[config.mk]
export PLATFORM = sky130hd
export DESIGN_NAME = miriscv_lsu_pipelined
export DESIGN_NICKNAME = d
export VERILOG_FILES = /design/src/rtl/miriscv_lsu_pkg.sv /design/src/rtl/miriscv_sync_fifo.sv /design/src/rtl/miriscv_lsu_pipelined.sv
export SDC_FILE = /design/constraint.sdc
export NUM_CORES = 1
export LEC_CHECK = 0
export ABC_AREA = 0
export ABC_CLOCK_PERIOD_IN_PS = 1900
export BUFFER_PORTS_ARGS = -buffer_cell sky130_fd_sc_hd__buf_4
export CORE_MARGIN = 5
export CORE_UTILIZATION = 36
export CTS_CLUSTER_SIZE = 24
export DETAILED_ROUTE_END_ITERATION = 10
export PLACE_DENSITY = 0.79
export SLEW_MARGIN = 20
export SYNTH_ARGS = -nofsm -noshare
export SYNTH_HDL_FRONTEND = slang
export SYNTH_SLANG_ARGS = --single-unit
[constraint.sdc]
create_clock -name clk_i -period 1.9 [get_ports clk_i]
set_clock_uncertainty 0.05 [all_clocks]
set_input_delay 0.095 -clock clk_i [delete_from_list [all_inputs] [get_ports clk_i]]
set_output_delay 0.095 -clock clk_i [all_outputs]
set_load 0.005 [all_outputs]
[src/rtl/miriscv_lsu_pkg.sv]
//------------------------------------------------------------------------------
// miriscv_lsu_pkg
// Shared types and byte-lane helpers for the pipelined load/store unit.
// Revision: 1.0
//------------------------------------------------------------------------------
`default_nettype none

package miriscv_lsu_pkg;

    typedef enum logic [2:0] {
        MEM_B  = 3'b000,
        MEM_H  = 3'b001,
        MEM_W  = 3'b010,
        MEM_BU = 3'b100,
        MEM_HU = 3'b101
    } mem_size_e;

    typedef struct packed {
        logic       we;
        logic [2:0] size;
        logic [1:0] off;
    } lsu_meta_t;

    // size[1:0] selects the access width, size[2] marks an unsigned load
    function automatic logic [3:0] be_gen(input logic [2:0] size, input logic [1:0] off);
        case (size[1:0])
            2'b00:   be_gen = 4'b0001 << off;
            2'b01:   be_gen = 4'b0011 << off;
            default: be_gen = 4'b1111;
        endcase
    endfunction

    function automatic logic [31:0] wdata_rep(input logic [2:0] size, input logic [31:0] data);
        case (size[1:0])
            2'b00:   wdata_rep = {4{data[7:0]}};
            2'b01:   wdata_rep = {2{data[15:0]}};
            default: wdata_rep = data;
        endcase
    endfunction

    function automatic logic [31:0] load_fmt(input logic [2:0] size, input logic [1:0] off,
                                             input logic [31:0] rdata);
        logic [31:0] w_sh;
        w_sh = rdata >> {off, 3'b000};
        case (size[1:0])
            2'b00:   load_fmt = {{24{w_sh[7]  & ~size[2]}}, w_sh[7:0]};
            2'b01:   load_fmt = {{16{w_sh[15] & ~size[2]}}, w_sh[15:0]};
            default: load_fmt = rdata;
        endcase
    endfunction

endpackage

`default_nettype wire

[src/rtl/miriscv_sync_fifo.sv]
//------------------------------------------------------------------------------
// miriscv_sync_fifo
// Generic synchronous FIFO with full/empty/count; reads are combinational.
// Revision: 1.0
//------------------------------------------------------------------------------
`default_nettype none

module miriscv_sync_fifo #(
    parameter int WIDTH = 8,
    parameter int DEPTH = 2,
    localparam int PTR_W = (DEPTH > 1) ? $clog2(DEPTH) : 1,
    localparam int CNT_W = $clog2(DEPTH + 1)
) (
    input  logic             clk,
    input  logic             rst,
    input  logic             i_push,
    input  logic [WIDTH-1:0] i_wdata,
    input  logic             i_pop,
    output logic [WIDTH-1:0] o_rdata,
    output logic             o_full,
    output logic             o_empty,
    output logic [CNT_W-1:0] o_count
);

    logic [WIDTH-1:0] r_mem [DEPTH];
    logic [PTR_W-1:0] r_wptr;
    logic [PTR_W-1:0] r_rptr;
    logic [CNT_W-1:0] r_count;
    logic             w_push;
    logic             w_pop;

    function automatic logic [PTR_W-1:0] ptr_next(input logic [PTR_W-1:0] ptr);
        ptr_next = (ptr == PTR_W'(DEPTH - 1)) ? '0 : ptr + 1'b1;
    endfunction

    assign o_full  = (r_count == CNT_W'(DEPTH));
    assign o_empty = (r_count == '0);
    assign o_count = r_count;
    assign o_rdata = r_mem[r_rptr];

    // Overflowing pushes and underflowing pops are dropped so the count never wraps
    assign w_push = i_push & ~o_full;
    assign w_pop  = i_pop & ~o_empty;

    always_ff @(posedge clk or posedge rst) begin
        if (rst) begin
            r_wptr  <= '0;
            r_rptr  <= '0;
            r_count <= '0;
            for (int i = 0; i < DEPTH; i++) begin
                r_mem[i] <= '0;
            end
        end else begin
            if (w_push) begin
                r_mem[r_wptr] <= i_wdata;
                r_wptr        <= ptr_next(r_wptr);
            end
            if (w_pop) begin
                r_rptr <= ptr_next(r_rptr);
            end
            case ({w_push, w_pop})
                2'b10:   r_count <= r_count + 1'b1;
                2'b01:   r_count <= r_count - 1'b1;
                default: r_count <= r_count;
            endcase
        end
    end

endmodule

`default_nettype wire

[src/rtl/miriscv_lsu_pipelined.sv]
//------------------------------------------------------------------------------
// miriscv_lsu_pipelined
// Multi-outstanding load/store unit with in-order responses, misalignment
// detection, bus error reporting and kill of un-granted requests. XLEN must be 32.
// Revision: 1.0
//------------------------------------------------------------------------------
`default_nettype none

module miriscv_lsu_pipelined
    import miriscv_lsu_pkg::*;
#(
    parameter int XLEN     = 32,
    parameter int DEPTH    = 2,
    parameter int RESP_REG = 0
) (
    input  logic              clk_i,
    input  logic              arst_i,
    input  logic              lsu_req_i,
    input  logic              lsu_we_i,
    input  logic [2:0]        lsu_size_i,
    input  logic [XLEN-1:0]   lsu_addr_i,
    input  logic [XLEN-1:0]   lsu_data_i,
    input  logic              lsu_kill_i,
    output logic              lsu_accept_o,
    output logic              lsu_stall_o,
    output logic              lsu_misaligned_o,
    output logic              lsu_rvalid_o,
    output logic              lsu_rwe_o,
    output logic [XLEN-1:0]   lsu_rdata_o,
    output logic              lsu_err_o,
    output logic              lsu_busy_o,
    output logic              data_req_o,
    input  logic              data_gnt_i,
    output logic              data_we_o,
    output logic [XLEN/8-1:0] data_be_o,
    output logic [XLEN-1:0]   data_addr_o,
    output logic [XLEN-1:0]   data_wdata_o,
    input  logic              data_rvalid_i,
    input  logic [XLEN-1:0]   data_rdata_i,
    input  logic              data_err_i
);

    localparam int CNT_W  = $clog2(DEPTH + 1);
    localparam int META_W = $bits(lsu_meta_t);

    logic              w_misaligned;
    logic              w_accept;
    logic              w_pop;
    logic              w_full;
    logic              w_empty;
    logic [CNT_W-1:0]  w_count;
    logic [META_W-1:0] w_fifo_rdata;
    lsu_meta_t         w_push_meta;
    lsu_meta_t         w_pop_meta;
    logic [XLEN-1:0]   w_rdata_fmt;

    assign w_misaligned = (((lsu_size_i == MEM_H) || (lsu_size_i == MEM_HU)) && lsu_addr_i[0])
                        || ((lsu_size_i == MEM_W) && (lsu_addr_i[1:0] != 2'b00));

    // Full blocks issue regardless of a same-cycle pop, keeping rvalid off the req path
    assign data_req_o       = lsu_req_i & ~lsu_kill_i & ~w_misaligned & ~w_full;
    assign w_accept         = data_req_o & data_gnt_i;
    assign lsu_accept_o     = w_accept;
    assign lsu_misaligned_o = lsu_req_i & w_misaligned;
    assign lsu_stall_o      = lsu_req_i & ~w_accept & ~w_misaligned & ~lsu_kill_i;
    assign lsu_busy_o       = (w_count != '0);

    assign data_we_o    = lsu_we_i;
    assign data_be_o    = be_gen(lsu_size_i, lsu_addr_i[1:0]);
    assign data_addr_o  = {lsu_addr_i[XLEN-1:2], 2'b00};
    assign data_wdata_o = wdata_rep(lsu_size_i, lsu_data_i);

    assign w_push_meta.we   = lsu_we_i;
    assign w_push_meta.size = lsu_size_i;
    assign w_push_meta.off  = lsu_addr_i[1:0];

    miriscv_sync_fifo #(
        .WIDTH (META_W),
        .DEPTH (DEPTH)
    ) u_meta_fifo (
        .clk     (clk_i),
        .rst     (arst_i),
        .i_push  (w_accept),
        .i_wdata (w_push_meta),
        .i_pop   (data_rvalid_i),
        .o_rdata (w_fifo_rdata),
        .o_full  (w_full),
        .o_empty (w_empty),
        .o_count (w_count)
    );

    assign w_pop       = data_rvalid_i & ~w_empty;
    assign w_pop_meta  = lsu_meta_t'(w_fifo_rdata);
    assign w_rdata_fmt = (w_pop && !data_err_i && !w_pop_meta.we)
                       ? load_fmt(w_pop_meta.size, w_pop_meta.off, data_rdata_i) : '0;

    if (RESP_REG != 0) begin : g_resp_reg
        logic            r_rvalid;
        logic            r_rwe;
        logic            r_err;
        logic [XLEN-1:0] r_rdata;

        always_ff @(posedge clk_i or posedge arst_i) begin
            if (arst_i) begin
                r_rvalid <= 1'b0;
                r_rwe    <= 1'b0;
                r_err    <= 1'b0;
                r_rdata  <= '0;
            end else begin
                r_rvalid <= w_pop;
                r_rwe    <= w_pop & w_pop_meta.we;
                r_err    <= w_pop & data_err_i;
                r_rdata  <= w_rdata_fmt;
            end
        end

        assign lsu_rvalid_o = r_rvalid;
        assign lsu_rwe_o    = r_rwe;
        assign lsu_err_o    = r_err;
        assign lsu_rdata_o  = r_rdata;
    end else begin : g_resp_comb
        assign lsu_rvalid_o = w_pop;
        assign lsu_rwe_o    = w_pop & w_pop_meta.we;
        assign lsu_err_o    = w_pop & data_err_i;
        assign lsu_rdata_o  = w_rdata_fmt;
    end

    // A response with nothing outstanding means the memory broke the protocol
    a_no_orphan_rvalid: assert property (@(posedge clk_i) disable iff (arst_i)
        !(data_rvalid_i && w_empty));

endmodule

`default_nettype wire

==> Yosys cells after proc, flatten, opt, wreduce, memory -nomap -nowiden <==
Cells that the tools add are included.
{ "word_totals": {"elab_cells": 73, "reg_bits": 16, "output_inout_bits": 109} }
{ "op_classes": {"n_shift": 3, "n_addsub": 4, "bitwise_logic": 22, "n_reduce_logical": 15, "eq_ne": 8, "order_cmp": 3, "muxes": 13} }
{ "ops": {"columns": ["op", "n"], "rows": [
  ["one-hot mux 32 bit (2 select lines)", 2],
  ["2-to-1 mux 32 bit", 1],
  ["right shift 32 x 5 -> 16 bit", 1],
  ["2-to-1 mux 6 bit", 4],
  ["AND 1 bit", 14],
  ["bitwise mux 12 bit", 1],
  ["one-hot mux 4 bit (2 select lines)", 1],
  ["demux 6 bit (select 1 bit)", 1],
  ["== test 2 x 1 -> 1 bit, second input constant", 3],
  ["logical NOT 2 bit", 3],
  ["NOT 1 bit", 6],
  ["nonzero test 2 bit", 3],
  ["logical AND 1 bit", 5],
  ["== test 2 bit, second input constant", 2],
  ["greater-or-equal comparator 2 bit, second input constant", 2],
  ["NOT 1 -> 2 bit", 2],
  ["one-hot mux 2 bit (2 select lines)", 1],
  ["<< shifter 1 x 2 -> 4 bit, first input constant", 1],
  ["<< shifter 2 x 2 -> 4 bit, first input constant", 1],
  ["== test 3 x 1 -> 1 bit, second input constant", 1],
  ["== test 3 x 2 -> 1 bit, second input constant", 1],
  ["== test 3 bit, second input constant", 1],
  ["adder 1 bit, second input constant", 2],
  ["adder 2 x 1 -> 2 bit, second input constant", 1],
  ["5 further kinds", 8]
]} }

==> Depth between registers and ports, before layout <==
{ "depth": {"depth_word": 12, "mapped_depth": 9, "depth_no_buf": 8} }

==> Cells and area by module <==
Synthesis repeated with hierarchy kept, for this count alone.
{ "unflattened": {"hier_cells": 277, "hier_area_um2": 2479.9} }
{ "modules_own_cells": {"columns": ["module", "n_inst", "cells_per_inst", "area_per_inst_um2", "seq_area_each_um2"], "rows": [
  ["miriscv_lsu_pipelined", 1, 226, 1721.7, 0.0],
  ["miriscv_sync_fifo", 1, 51, 758.2, 400.4]
]} }

==> Worst setup path after synthesis <==
Ideal clock, no wire load.
{ "synth_path": {"path_type": "reg2out", "from": "reg u_meta_fifo.r_rptr", "to": "out lsu_rdata_o[21]", "slack_ns": 0.032, "n_path_buf": 3, "t_required_ns": 1.755, "path_stages_with_launch": 7, "arrival_ns": 1.723, "path_cell_list": "dfrtp_1 buf_6 buf_6 mux2_2 a2111oi_4 buf_6 nor2_1"} }
{ "synth_via": {"elab_chain_len": 8} }
{ "synth_lines": {"columns": ["element", "line_no", "text"], "rows": [
  ["from (decl)", "miriscv_sync_fifo.sv:27", "logic [PTR_W-1:0] r_rptr;"],
  ["from (signal assigned)", "miriscv_sync_fifo.sv:59", "r_rptr <= ptr_next(r_rptr);"],
  ["NOT 1 -> 2 bit (not written as such) *", "miriscv_sync_fifo.sv:39", "assign o_rdata = r_mem[r_rptr];"],
  ["2-to-1 mux 6 bit (not written as such) * (3 in series)", "miriscv_sync_fifo.sv:39", null],
  ["right shift 32 x 5 -> 16 bit / NOT 1 bit (equally long branches)", "miriscv_lsu_pkg.sv:44, miriscv_lsu_pkg.sv:46, miriscv_lsu_pkg.sv:47", null],
  ["AND 1 bit, on equally long branches", "miriscv_lsu_pkg.sv:47, miriscv_lsu_pkg.sv:46", null],
  ["one-hot mux 32 bit (2 select lines)", "miriscv_lsu_pkg.sv:45", "case (size[1:0])"],
  ["2-to-1 mux 32 bit *", "miriscv_lsu_pipelined.sv:95", "? load_fmt(w_pop_meta.size, w_pop_meta.off, data_rdata_i) : '0;"],
  ["to (decl)", "miriscv_lsu_pipelined.sv:29", "output logic [XLEN-1:0] lsu_rdata_o,"]
]} }
Mark *: on every way between the ends. The rest lies on a longest branch, timed or not. The select of a mux whose other input is x is not followed.

==> Worst setup path in the final report <==
{ "layout_path": {"from": "reg u_meta_fifo.r_rptr", "to": "out lsu_rdata_o[27]"} }
Same word-level chain as after synthesis.

==> metrics.log <==
[metrics] leak pwr: 1.95 nW
[metrics] required time worst endpoint: 1.75 ns
[metrics] crit share post-route: 123%
[metrics] Rows: 30
[metrics] WP data arrival: 2.19 ns
[metrics] sort of element at the start of the critical path: flop
[metrics] vertical die dimension: 93.9 um
[metrics] fraction of the yosys area taken by sequential cells: 15.8%
[metrics] Setup WS post-layout: -0.435 ns
[metrics] final setup vio count: 32
[metrics] share of cells above drive strength 1: 62.0%
[metrics] number of levels the H-tree was split into: 1
[metrics] total of flip-flops plus latches after synthesis: 16
[metrics] final hold violations: 0
[metrics] Floorplan Core Area: 0.00683 mm2
[metrics] commonest non-fill, non-tap cell in the layout: sky130_fd_sc_hd__buf_4
[metrics] utilization after layout: 60.0%
[metrics] slew at the pin closest to its max-slew limit: 0.587 ns
[metrics] pin count of the biggest net entering global routing: 32
[metrics] clock-pin transition on the worst setup and hold timing paths: 0.06 ns
[metrics] initial core utilization: 37.1%
[metrics] worst-path fanout max: 7
[metrics] Worst VDD drop: 0.557 mV
[metrics] DRC violations left: 0
[metrics] DP Wirelength: 7520 um
[metrics] synthesized area per cell: 7.96 um2
[metrics] clock tree root driver cell: sky130_fd_sc_hd__clkbuf_8
[metrics] TritonCTS clock tree: built
[metrics] leading cell types in the layout, fill and taps excluded: 182 x sky130_fd_sc_hd__buf_4, 36 x sky130_fd_sc_hd__nand2_1, 35 x sky130_fd_sc_hd__o21ai_0
[metrics] antenna violations before repair: 0
[metrics] wire length of the first global-routing pass: 14100 um
[metrics] DRT Pass-1 Iters: 4
[metrics] insertion delay to the later sink of the worst-skew pair: 0.25 ns
[metrics] final weighted congestion in routability-driven placement: 0.862
[metrics] Top Family by Delay on Critical Path: compound AO/OA/AOI/OAI gates
[metrics] Hold WC Path Type: input pin to flop
[metrics] number of vias per cell after detailed routing: 5.34
[metrics] diode count: 0
[metrics] violated checks: negative setup slack
[metrics] DRC violation total after the first TritonRoute iteration: 114
[metrics] routed length per placed instance: 17.0 um
[metrics] Num CTS Buffers: 3
[metrics] biggest cell delay along the critical path: 0.44 ns
[metrics] Final nets: 567
[metrics] max-cap check violation count: 0
[metrics] power density over the cells: 1370 mW/mm2
[metrics] number of enable flip-flop cells after synthesis: 0
[metrics] Most Frequent Cell on Critical Path: sky130_fd_sc_hd__buf_4
[metrics] gate count of the mapped netlist: 318
[metrics] DR vias: 2960
[metrics] layout-stage area growth over the synthesis result: 62.0%
[metrics] share of synthesized registers carrying an async set or reset: 100%
[metrics] final worst hold slack: 0.0527 ns
[metrics] Period minus WS final: 2.34 ns
[metrics] clock sink count: 16
[metrics] setup repair after global routing missed its margin: true
[metrics] aggregate global routing overflow: 0
[metrics] endpoint type of the worst setup path: output pin
[metrics] Max Buffers Root-to-Sink: 2
[metrics] Final Slew Violations: 0
[metrics] Detail Route Antenna Nets: 0
[metrics] upper clock frequency limit: 428 MHz
[metrics] top-level port count: 216
[metrics] count of unique library cells instantiated by Yosys: 49
[metrics] outcome: complete, but fails checks
[metrics] global-route total usage across every layer: 19.6%
[metrics] Bufs and invs on worst path: 3
[metrics] number of warning messages in the yosys log: 0
[metrics] Slowest cell on crit path: sky130_fd_sc_hd__dfrtp_1
[metrics] final wirelength: 9410 um
[metrics] critical path class: flop to output pin
[metrics] Syn Std Cell Area: 0.00253 mm2
[metrics] Buffers on Ports: 153
[metrics] Die Area: 0.00881 mm2
[metrics] Max-Slew Margin vs Limit: 60.8%
[metrics] horizontal die dimension: 93.9 um
[metrics] crit-path cells: buf_6 > nor3b_2 > o221a_4 > a2111oi_4 > buf_4 > nor2_1 > buf_4
[metrics] number of global-route vias before repair: 2997
[metrics] leading register cell type out of synthesis: sky130_fd_sc_hd__dfrtp_1
==> state kept, by name, summed over array words and instances (netlist names) <==
name,cells
u_meta_fifo.o_count,2
u_meta_fifo.r_mem,12
u_meta_fifo.r_rptr,1
u_meta_fifo.r_wptr,1
==> logic make-up after synthesis <==
| family | after synthesis | share of synthesized area, % |
|---|---|---|
| DFF | 16 | 15.8 |
| muxes | 58 | 26.1 |
| and+or+nand+nor | 93 | 18.0 |
| AOI/OAI and AO/OA | 78 | 20.4 |
| buffers and inverters | 66 | 17.4 |
| other | 1 | 0.148 |
| adders and majority gates | 1 | 0.494 |
| xor gates and xnor gates | 5 | 1.73 |
==> final cells by class <==
type / instances / area, um2
Tap cell: 96 / 120
Multi-Input combinational cell: 237 / 1960
Sequential cell: 16 / 403
Fill cell: 586 / 2730
Clock buffer: 4 / 55.1
Timing Repair Buffer: 196 / 1550
Inverter: 5 / 21.3
==> what timing repair did <==
action                     in CTS  in global routing
pin swaps                       5                 14
gates resized for setup        23                 41
setup buffers                   4                  4
setup endpoints to repair      33                 33
gates cloned                    1                  0
hold buffers                    1                  0
hold endpoints to repair       16                  0
==> cells in the mapped netlist, types with 7 or more instances <==
cell | instances | share of area [%]
sky130_fd_sc_hd__o2bb2ai_1 | 7 | 2.4
sky130_fd_sc_hd__clkbuf_1 | 9 | 1.3
sky130_fd_sc_hd__nand3_1 | 7 | 1.4
sky130_fd_sc_hd__mux2_2 | 25 | 11
sky130_fd_sc_hd__mux2_4 | 7 | 4.2
sky130_fd_sc_hd__nand2_1 | 39 | 5.8
sky130_fd_sc_hd__dfrtp_1 | 16 | 16
sky130_fd_sc_hd__buf_4 | 41 | 12
sky130_fd_sc_hd__nor2_1 | 19 | 2.8
sky130_fd_sc_hd__o21ai_0 | 36 | 7.1
sky130_fd_sc_hd__a21oi_1 | 18 | 3.6
sky130_fd_sc_hd__mux2i_1 | 25 | 9.9
==> routing by layer <==
| layer | GRT usage, % | vias to the layer above | share of wire, % |
|---|---|---|---|
| met2 | 38.7 | 186 | 53 |
| met3 | 4.89 | 28 | 10 |
| li1 | - | 1359 | - |
| met4 | 5.78 | 0 | 2.3 |
| met1 | 19.9 | 1387 | 34 |
| met5 | 0 | - | 0 |
==> worst paths after layout <==
path | from | endpoint | slack, ns | cells after the start
max in group asynchronous | arst_i | u_meta_fifo.r_mem[6]$_DFFE_PP0P_ | 0.95 | 3
worst min-delay path | lsu_we_i | u_meta_fifo.r_mem[11]$_DFFE_PP0P_ | 0.05 | 2
worst max register to register | u_meta_fifo.o_count[1]$_DFFE_PP0P_ | u_meta_fifo.o_count[1]$_DFFE_PP0P_ | 0.10 | 7
worst max-delay path | u_meta_fifo.r_rptr$_DFFE_PP0P_ | lsu_rdata_o[27] | -0.44 | 7
min in group asynchronous | arst_i | u_meta_fifo.r_mem[2]$_DFFE_PP0P_ | 0.43 | 3
worst min register to register | u_meta_fifo.o_count[1]$_DFFE_PP0P_ | u_meta_fifo.o_count[1]$_DFFE_PP0P_ | 0.44 | 1
==> power breakdown <==
part | switching [mW] | internal (mW)
Clock | 0.114 | 0.184
Combinational | 2.12 | 2.40
Sequential | 0.258 | 0.518
Total | 2.49 | 3.11
==> per-stage QoR <==
| stage | setup TNS, ns | total power, mW | cell area, um2 | cells | setup slack, ns |
|---|---|---|---|---|---|
| after floorplan | 0 | 2.93 | 2530 | 319 | 0.0316 |
| after global placement | -2.73 | 4.26 | 3670 | 540 | -0.127 |
| after detailed placement | -3.81 | 4.36 | 3670 | 540 | -0.172 |
| after CTS | -10.99 | 5.02 | 3890 | 550 | -0.400 |
| after global routing | -14.54 | 5.98 | 4100 | 554 | -0.530 |
| final | -11.57 | 5.60 | 4100 | 554 | -0.435 |
(Power assumes the default switching activity.)
